<file path="config.mk">
export PLATFORM = sky130hd
export DESIGN_NAME = inst_sram_resp
export DESIGN_NICKNAME = d
export VERILOG_FILES = /design/src/rtl/mycpu_pkg.sv /design/src/rtl/line_buf.sv /design/src/rtl/inst_sram_resp.sv
export SDC_FILE = /design/constraint.sdc
export NUM_CORES = 1
export LEC_CHECK = 0
export ABC_CLOCK_PERIOD_IN_PS = 20100
export CORE_MARGIN = 1
export CORE_UTILIZATION = 52
export CTS_CLUSTER_SIZE = 12
export DETAILED_ROUTE_END_ITERATION = 8
export PLACE_DENSITY_LB_ADDON = 0.08
export SLEW_MARGIN = 0
export SYNTH_ARGS = -nofsm -noshare
export SYNTH_HDL_FRONTEND = slang
export SYNTH_SLANG_ARGS = --single-unit
</file>
<file path="constraint.sdc">
create_clock -name clk -period 20.1 [get_ports clk]
set_input_delay 4.02 -clock clk [delete_from_list [all_inputs] [get_ports clk]]
set_output_delay 4.02 -clock clk [all_outputs]
set_load 0.05 [all_outputs]
</file>
<file path="src/rtl/mycpu_pkg.sv">
// Shared definitions for the instruction- and data-side SRAM responders:
// responder state encoding, line geometry and the backing-memory request record.
package mycpu_pkg;

   typedef enum logic [1:0] {
      IDLE = 2'd0,
      REQ  = 2'd1,
      WAIT = 2'd2
   } resp_state_t;

   localparam int LINE_OFF_W = 3;

   typedef struct packed {
      logic        valid;
      logic [63:0] addr;
      logic [7:0]  wstrb;
      logic [63:0] wdata;
   } mem_req_t;

endpackage

</file>
<file path="src/rtl/line_buf.sv">
// One-entry line buffer: tag/data register with hit compare, fill from memory
// and a byte-merge port so buffered lines stay coherent with fetch-side writes.
module line_buf
   import mycpu_pkg::*;
#(
   parameter int ADDR_W = 64,
   parameter int DATA_W = 64,
   parameter bit EN     = 1'b1
) (
   input  logic                         clk,
   input  logic                         rst,
   input  logic [ADDR_W-LINE_OFF_W-1:0] lookup_line_i,
   output logic                         hit_o,
   output logic [DATA_W-1:0]            data_o,
   input  logic                         fill_i,
   input  logic [ADDR_W-LINE_OFF_W-1:0] fill_line_i,
   input  logic [DATA_W-1:0]            fill_data_i,
   input  logic                         merge_i,
   input  logic [7:0]                   merge_strb_i,
   input  logic [DATA_W-1:0]            merge_data_i
);

   logic                         valid_q;
   logic [ADDR_W-LINE_OFF_W-1:0] tag_q;
   logic [DATA_W-1:0]            data_q;

   always_ff @(posedge clk or posedge rst) begin
      if (rst) begin
         valid_q <= 1'b0;
         tag_q   <= '0;
         data_q  <= '0;
      end else if (fill_i) begin
         // With the buffer disabled a fill never becomes valid, so every read misses.
         valid_q <= EN;
         tag_q   <= fill_line_i;
         data_q  <= fill_data_i;
      end else if (merge_i) begin
         for (int i = 0; i < 8; i++) begin
            if (merge_strb_i[i]) data_q[i*8 +: 8] <= merge_data_i[i*8 +: 8];
         end
      end
   end

   assign hit_o  = EN && valid_q && (tag_q == lookup_line_i);
   assign data_o = data_q;

endmodule

</file>
<file path="src/rtl/inst_sram_resp.sv">
// Instruction-side SRAM responder: answers fetch requests with one-cycle SRAM
// read timing, serving line-buffer hits directly and stalling IF on misses/writes.
//
// state | meaning
// IDLE  | accepting requests; hits served from the line buffer
// REQ   | mem_req_valid high, request fields held until mem_req_ready
// WAIT  | read handshaken, waiting for mem_resp_valid
module inst_sram_resp
   import mycpu_pkg::*;
#(
   parameter int ADDR_W  = 64,
   parameter int DATA_W  = 64,
   parameter bit LBUF_EN = 1'b1
) (
   input  logic              clk,
   input  logic              rst,
   input  logic              inst_sram_en,
   input  logic [7:0]        inst_sram_we,
   input  logic [ADDR_W-1:0] inst_sram_addr,
   input  logic [DATA_W-1:0] inst_sram_wdata,
   output logic [DATA_W-1:0] inst_sram_rdata,
   output logic              stallreq_if,
   output logic              mem_req_valid,
   input  logic              mem_req_ready,
   output logic [ADDR_W-1:0] mem_req_addr,
   output logic [7:0]        mem_req_wstrb,
   output logic [DATA_W-1:0] mem_req_wdata,
   input  logic              mem_resp_valid,
   input  logic [DATA_W-1:0] mem_resp_data
);

   localparam int LINE_W = ADDR_W - LINE_OFF_W;

   resp_state_t       state_q, state_d;
   logic [DATA_W-1:0] rdata_q;
   logic [LINE_W-1:0] line_q;
   logic [7:0]        wstrb_q;
   logic [DATA_W-1:0] wdata_q;

   logic [LINE_W-1:0] req_line;
   logic              lb_hit;
   logic [DATA_W-1:0] lb_data;
   logic              acc_rd, acc_wr, resp_take;
   logic              unused_addr_off;

   assign req_line        = inst_sram_addr[ADDR_W-1:LINE_OFF_W];
   assign unused_addr_off = ^inst_sram_addr[LINE_OFF_W-1:0];

   always_ff @(posedge clk or posedge rst) begin
      if (rst) state_q <= IDLE;
      else     state_q <= state_d;
   end

   always_comb begin
      state_d = state_q;
      case (state_q)
         IDLE: if (inst_sram_en && ((inst_sram_we != 8'h00) || !lb_hit)) state_d = REQ;
         REQ:  if (mem_req_ready) state_d = (wstrb_q == 8'h00) ? WAIT : IDLE;
         WAIT: if (mem_resp_valid) state_d = IDLE;
         default: state_d = IDLE;
      endcase
   end

   always_comb begin
      stallreq_if   = 1'b1;
      mem_req_valid = 1'b0;
      acc_rd        = 1'b0;
      acc_wr        = 1'b0;
      resp_take     = 1'b0;
      case (state_q)
         IDLE: begin
            stallreq_if = 1'b0;
            acc_rd      = inst_sram_en && (inst_sram_we == 8'h00);
            acc_wr      = inst_sram_en && (inst_sram_we != 8'h00);
         end
         REQ:  mem_req_valid = 1'b1;
         WAIT: resp_take     = mem_resp_valid;
         default: ;
      endcase
   end

   // Request fields only load in IDLE, so they are stable for the whole REQ phase.
   always_ff @(posedge clk or posedge rst) begin
      if (rst) begin
         rdata_q <= '0;
         line_q  <= '0;
         wstrb_q <= '0;
         wdata_q <= '0;
      end else begin
         if (acc_rd && lb_hit) rdata_q <= lb_data;
         if (resp_take)        rdata_q <= mem_resp_data;
         if ((acc_rd && !lb_hit) || acc_wr) begin
            line_q  <= req_line;
            wstrb_q <= inst_sram_we;
         end
         if (acc_wr) wdata_q <= inst_sram_wdata;
      end
   end

   line_buf #(
      .ADDR_W (ADDR_W),
      .DATA_W (DATA_W),
      .EN     (LBUF_EN)
   ) u_line_buf (
      .clk           (clk),
      .rst           (rst),
      .lookup_line_i (req_line),
      .hit_o         (lb_hit),
      .data_o        (lb_data),
      .fill_i        (resp_take),
      .fill_line_i   (line_q),
      .fill_data_i   (mem_resp_data),
      .merge_i       (acc_wr && lb_hit),
      .merge_strb_i  (inst_sram_we),
      .merge_data_i  (inst_sram_wdata)
   );

   assign inst_sram_rdata = rdata_q;
   assign mem_req_addr    = {line_q, {LINE_OFF_W{1'b0}}};
   assign mem_req_wstrb   = wstrb_q;
   assign mem_req_wdata   = wdata_q;

endmodule
</file>
==> impl_metrics.csv, run 1 <==
group,metric,value,unit
timing,slew_headroom,0.3192,
clock_tree,cts_hold_buf,0,
clock_tree,cts_root_buffer,"clkbuf_16",
synthesis,synth_edf_count,0,
global_routing,grt_pass1_vias,12280,
synthesis,synth.area.top_cells,"dfrtp_1 (55%), nand2_1 (6.0%), mux2_2 (5.2%)",
setup_path,worstPathMaxFanout,70,
layout,drive_gt1_frac,0.08319,
synthesis,syn_area_per_cell,10.33,um2
timing,fin_tns_setup,0,ns
route,vias_per_cell,5.712,
global_routing,overflow,0,
timing,fmax,141.1,MHz
outcome,status,"complete, no violations",
clock_tree,clock_path_buffers,3,
synthesis,synth_ff_type,"dfrtp_1",
global_routing,grt_pass1_wl,69310,um
layout,fin_cells,2170,
clock_tree,clk_latency,0.51,ns
global_routing,grt-busiest-layer,"met2",
clock_tree,htreeDepth,2,
synthesis,synth_warnings,0,
min_path,hold_class,"flop to flop",
global_routing,grtUsageMet3,0.07628,
place,placed_cells,2107,
power_and_ir_drop,cellPowerDensity,132.5,nW/um2
timing,finalCritPeriodShare,0.3525,
synthesis,async_reset_ff_frac,1.000,
power_and_ir_drop,power.leakage,8.520,nW
synthesis,ys_seq_elements,325,
timing,hold_viol_final,0,
floorplanning,die_w,170.3,um
timing,min_period,7.085,ns
clock_tree,clock-sinks,325,
global_routing,met2_usage,0.4957,
power_and_ir_drop,peakVddDrop,0.09558,mV
layout,syn_to_final_growth,36.53,%
timing,setup_violations,0,
place,dpl.hpwl,28740,um
timing,tightest_slew,1.021,ns
clock_tree,clk_pin_slew,0.06,ns
setup_path,worst-endpoint-arrival,7.47,ns
setup_path,critPathKind,"input pin to flop",
place,pre_cts_ws,12.49,ns
route,routedWlPerCell,20.64,um
synthesis,netlist_instances,1426,
floorplanning,coreArea,27860,um2
floorplanning,ios,407,
timing,fin_skew,0.01223,ns
layout,nets,1973,
synthesis,synth_area,14730,um2
setup_path,cp-start-kind,"input pin",
route,drt_iter0_markers,1141,
route,drtPass1Iterations,5,
global_routing,grt_antenna_before_repair,2,
route,vias,12390,
synthesis,ys_seq_area_frac,0.5521,
global_routing,grt_use_met1,0.4026,
setup_path,crit_required,20.48,ns
place,portBuffers,400,
clock_tree,post-cts-setup-buffer-count,0,
synthesis,netlist-cell-type-count,39,
synthesis,synthMostInstantiatedCell,"dfrtp_1",
route,finalWirelength,44780,um
global_routing,grt.total_usage,0.3069,
timing,fin_ws,13.01,ns
route,final_antenna_net_count,0,
clock_tree,cts_tree,"yes",
floorplanning,dieArea,29010,um2
synthesis,yosysTopAreaCellShare,0.5521,
floorplanning,initial_core_util,0.5288,
synthesis,synth_commonest_cells,"dfrtp_1 (325), nand2_1 (234), clkbuf_1 (92), a31oi_1 (82), o211ai_1 (73)",
flow_run,drv_cap,0,
floorplanning,fp-row-count,61,
synthesis,synth.largest_area_cell,"dfrtp_1",
clock_tree,cts_resized,0,
timing,rsz0062_at_grt,"false",
timing,slew_violations,0,
place,gp_congestion,0.8289,
clock_tree,cts_inserted_buffers,37,
route,post-route-drc-count,0,
global_routing,grt_max_degree,168,
floorplanning,die_h,170.3,um
setup_path,crit_path_end_kind,"flop",
-- registers in the layout, summed over array words and instances (netlist names) --
register / count
u_line_buf.tag_q: 61
u_line_buf.data_o: 64
state_q: 2
inst_sram_rdata: 64
mem_req_wdata: 64
u_line_buf.valid_q: 1
mem_req_wstrb: 8
line_q: 61
-- critical path: stages --
cell and delay, ns:
clkdlybuf4s50_1 0.45, xnor2_1 0.33, nand4_1 0.19, nor4_2 0.57, and2_2 0.24, buf_4 0.59, a31oi_4 0.13, buf_4 0.43
mux2_1 0.46
-- placed cells by master, fill, tap and decap left out, types with 4 or more instances in the layout --
cell / Yosys / routed
a21oi_1: 57 / 57
nand2_1: 234 / 232
o31ai_1: 58 / 58
clkbuf_16: 0 / 39
clkdlybuf4s50_1: 0 / 400
dfrtp_1: 325 / 325
and2_1: 7 / 5
inv_1: 52 / 51
and3_1: 59 / 58
o21ai_0: 38 / 38
o211ai_1: 73 / 73
nand4_1: 16 / 16
a31oi_1: 82 / 82
mux2_2: 68 / 68
xnor2_1: 55 / 55
clkbuf_8: 0 / 10
clkbuf_1: 92 / 10
nor3_1: 4 / 4
buf_4: 6 / 14
nand3_1: 32 / 30
nor2_1: 61 / 59
nand2b_1: 5 / 5
mux2_1: 61 / 61
-- per-layer routing --
layer	vias to the layer above	wire, um	share of wire
met2	531	21590	0.48
met1	6079	18180	0.41
met3	83	3613	0.081
met5	-	0	0
met4	0	1400	0.031
li1	5701	-	-
-- cells by family (layout without fill, tap and decap cells) --
family                    Yosys count  count (layout)  share of synthesized area
AOI/OAI and AO/OA                 319             319                     0.1404
xor gates and xnor gates           56              56                    0.03329
buffers and inverters             166             529                    0.04476
DFF                               325             325                     0.5521
muxes                             129             129                    0.09861
other                               1               4                  0.0002546
and+or+nand+nor                   430             430                     0.1306
-- stage by stage --
step	hold WS (ns)	total power [mW]	cell area (um2)	utilization
2_1_floorplan	0.4346	1.636	14740	-
3_3_place_gp	0.4627	1.999	18940	0.6799
3_5_place_dp	0.4684	2.022	18940	0.6799
4_1_cts	0.4834	2.680	20110	0.7219
5_1_grt	0.4982	2.777	20110	0.7219
6_report	0.4797	2.666	20110	0.7220
-- area by class of cell --
class | count | area [um2]
flip-flops and latches | 325 | 8133
fillers | 2065 | 7745
multi-input cells | 937 | 6003
repair buffers | 415 | 4129
clock buffers | 59 | 1151
well taps | 378 | 473.0
inverters | 52 | 202.7
clock inverters | 3 | 18.77
diodes | 1 | 2.502
-- worst paths after layout --
check	end	startpoint	depth (start not counted)	slack, ns
hold reg to reg	u_line_buf.tag_q[19]	u_line_buf.tag_q[19]	2	0.48
hold / removal	u_line_buf.tag_q[19]	u_line_buf.tag_q[19]	2	0.48
min in group asynchronous	u_line_buf.tag_q[20]	rst	2	3.98
max in group asynchronous	inst_sram_rdata[32]	rst	3	14.69
setup reg to reg	line_q[11]	u_line_buf.tag_q[59]	8	16.62
setup / recovery	line_q[11]	inst_sram_addr[62]	9	13.01
-- report_power, final --
group | switching (mW) | internal, mW | total (mW) | leakage (nW)
registers | 0.115 | 0.849 | 0.964 | 3.95
clock network | 0.262 | 0.390 | 0.652 | 0.577
logic | 0.662 | 0.388 | 1.05 | 3.99
total | 1.04 | 1.63 | 2.67 | 8.52
(Power assumes the default switching activity.)
==> inputs of run 2 (changes only) <==
- ABC_CLOCK_PERIOD_IN_PS: 20100 -> 5900
- CORE_UTILIZATION: 52 -> 44
- clock period: 20.1 -> 5.9 ns (I/O delays scaled with it)
==> impl_metrics.csv, run 2 (synthesis gave the netlist of run 1 again) <==
group,metric,value,unit
timing,min_period,4.225,ns
floorplanning,fp-row-count,66,
power_and_ir_drop,p_int,5.576,mW
timing,rsz0062_at_grt,"false",
min_path,hold_class,"flop to flop",
floorplanning,initial_core_util,0.4505,
power_and_ir_drop,cellPowerDensity,449.0,nW/um2
place,gp_congestion,0.8357,
clock_tree,htreeDepth,2,
layout,syn_to_final_growth,37.72,%
global_routing,grt_pass1_wl,71350,um
timing,slew_headroom,0.2324,
floorplanning,die_w,185.0,um
clock_tree,clock_path_buffers,3,
floorplanning,dieArea,34220,um2
setup_path,rr_worst_depth,7,
global_routing,grt_max_degree,135,
clock_tree,cts_root_buffer,"clkbuf_16",
clock_tree,clk_pin_slew,0.06,ns
layout,final_area,20290,um2
timing,fin_skew,0.01248,ns
global_routing,grt_pass1_vias,12590,
power_and_ir_drop,switchingPower,3.532,mW
floorplanning,coreArea,32700,um2
route,drtPass1Iterations,7,
outcome,status,"complete, no violations",
floorplanning,ios,407,
min_path,hold_end,"u_line_buf.valid_q",
clock_tree,cts_inserted_buffers,37,
timing,hold_viol_final,0,
route,vias_per_cell,5.514,
layout,nets,1982,
timing,finalCritPeriodShare,0.7162,
setup_path,worst-endpoint-arrival,4.66,ns
place,portBuffers,400,
layout,layout_commonest_cell,"clkdlybuf4s50_1",
timing,fmax,236.7,MHz
route,finalWirelength,46130,um
timing,whs,0.4742,ns
route,final_antenna_net_count,0,
layout,drive_gt1_frac,0.08889,
route,vias,12390,
min_path,hold_path_depth,1,
route,post-route-drc-count,0,
min_path,hp-start,"u_line_buf.valid_q",
clock_tree,cts_resized,0,
power_and_ir_drop,p_comb_frac,0.393,
route,drt_iter0_markers,952,
place,dpl.hpwl,31040,um
global_routing,overflow,0,
power_and_ir_drop,clkPwrFrac,0.248,
timing,fin_tns_setup,0,ns
setup_path,cp.depth,8,
global_routing,grt.total_usage,0.2696,
setup_path,crit_required,6.33,ns
setup_path,cpPeakStageDelay,0.82,ns
power_and_ir_drop,peakVddDrop,0.3235,mV
setup_path,cpMaxStageDelayCell,"nor4_1",
floorplanning,die_h,185.0,um
clock_tree,clock-sinks,325,
power_and_ir_drop,seq_power_share,0.360,
setup_path,crit_family,"simple AND/OR/NAND/NOR gates",
setup_path,timing.rr.end,"u_line_buf.data_o[63]",
flow_run,drv_cap,0,
clock_tree,post-cts-setup-buffer-count,0,
setup_path,critPathKind,"input pin to flop",
timing,slew_violations,0,
clock_tree,clk_latency,0.51,ns
timing,setup_violations,0,
setup_path,cp-start-kind,"input pin",
setup_path,crit_chain,"clkdlybuf4s50_1 > xor2_1 > a221o_1 > nor4_1 > and3_4 > buf_4 > a31oi_1 > a21oi_1",
setup_path,worstPathMaxFanout,72,
setup_path,rrSetupSlack,2.44,ns
global_routing,grt_antenna_before_repair,5,
layout,fill_cells,2757,
clock_tree,cts_hold_buf,0,
setup_path,r2r_start,"u_line_buf.tag_q[13]",
place,placed_area,19100,um2
timing,tightest_slew,1.151,ns
setup_path,worst-path-buf-inv,2,
setup_path,crit_path_end_kind,"flop",
layout,final_cell_mix,"clkdlybuf4s50_1 (400), dfrtp_1 (325), nand2_1 (232)",
clock_tree,cts_tree,"yes",
route,routedWlPerCell,20.53,um
power_and_ir_drop,p_sw_frac,0.3878,
power_and_ir_drop,power.leakage,8.568,nW
run 2: metrics by stage:
stage,setup WS (ns),util,power (mW),instances
2_1_floorplan,0.3833,-,5.575,1428
3_3_place_gp,1.113,0.5840,6.839,2180
3_5_place_dp,1.152,0.5840,6.904,2180
4_1_cts,1.687,0.6200,9.189,2242
5_1_grt,1.464,0.6203,9.527,2246
6_report,1.675,0.6204,9.109,2247
run 2: cell type report:
cell class | instances | area, um2 | area share
inverters | 52 | 198.9 | 0.009806
repair buffers | 424 | 4209 | 0.2075
multi-input cells | 937 | 6003 | 0.2959
clock buffers | 55 | 1094 | 0.05390
clock inverters | 7 | 85.08 | 0.004194
well taps | 442 | 553.0 | 0.02726
diodes | 5 | 12.51 | 0.0006167
flip-flops and latches | 325 | 8133 | 0.4009
run 2: worst max-delay path by stage:
stage                        from               endpoint  slack [ns]
2_1_floorplan                 rst     inst_sram_rdata[0]        0.38
3_3_place_gp   inst_sram_addr[16]  u_line_buf.data_o[63]        1.11
3_5_place_dp   inst_sram_addr[16]  u_line_buf.data_o[55]        1.15
4_1_cts        inst_sram_addr[16]  u_line_buf.data_o[63]        1.69
5_1_grt        inst_sram_addr[16]  u_line_buf.data_o[63]        1.46
6_report       inst_sram_addr[16]  u_line_buf.data_o[63]        1.67
run 2: layer usage:
layer  vias up  routed length (um)  GRT usage
met5         -                  13          0
li1       5730                   -          -
met2       507               21730     0.4325
met3        69                4073    0.07000
met1      6083               19260     0.3556
met4         2                1055    0.08694
run 2: power by group through the flow:
| stage | Sequential, mW | Combinational (mW) | Clock, mW |
|---|---|---|---|
| floorplan | 4.68 | 0.892 | 0 |
| global placement | 3.27 | 3.56 | 0 |
| detailed placement | 3.31 | 3.59 | 0 |
| CTS | 3.28 | 3.61 | 2.31 |
| global route | 3.36 | 3.78 | 2.39 |
| finish | 3.28 | 3.58 | 2.26 |
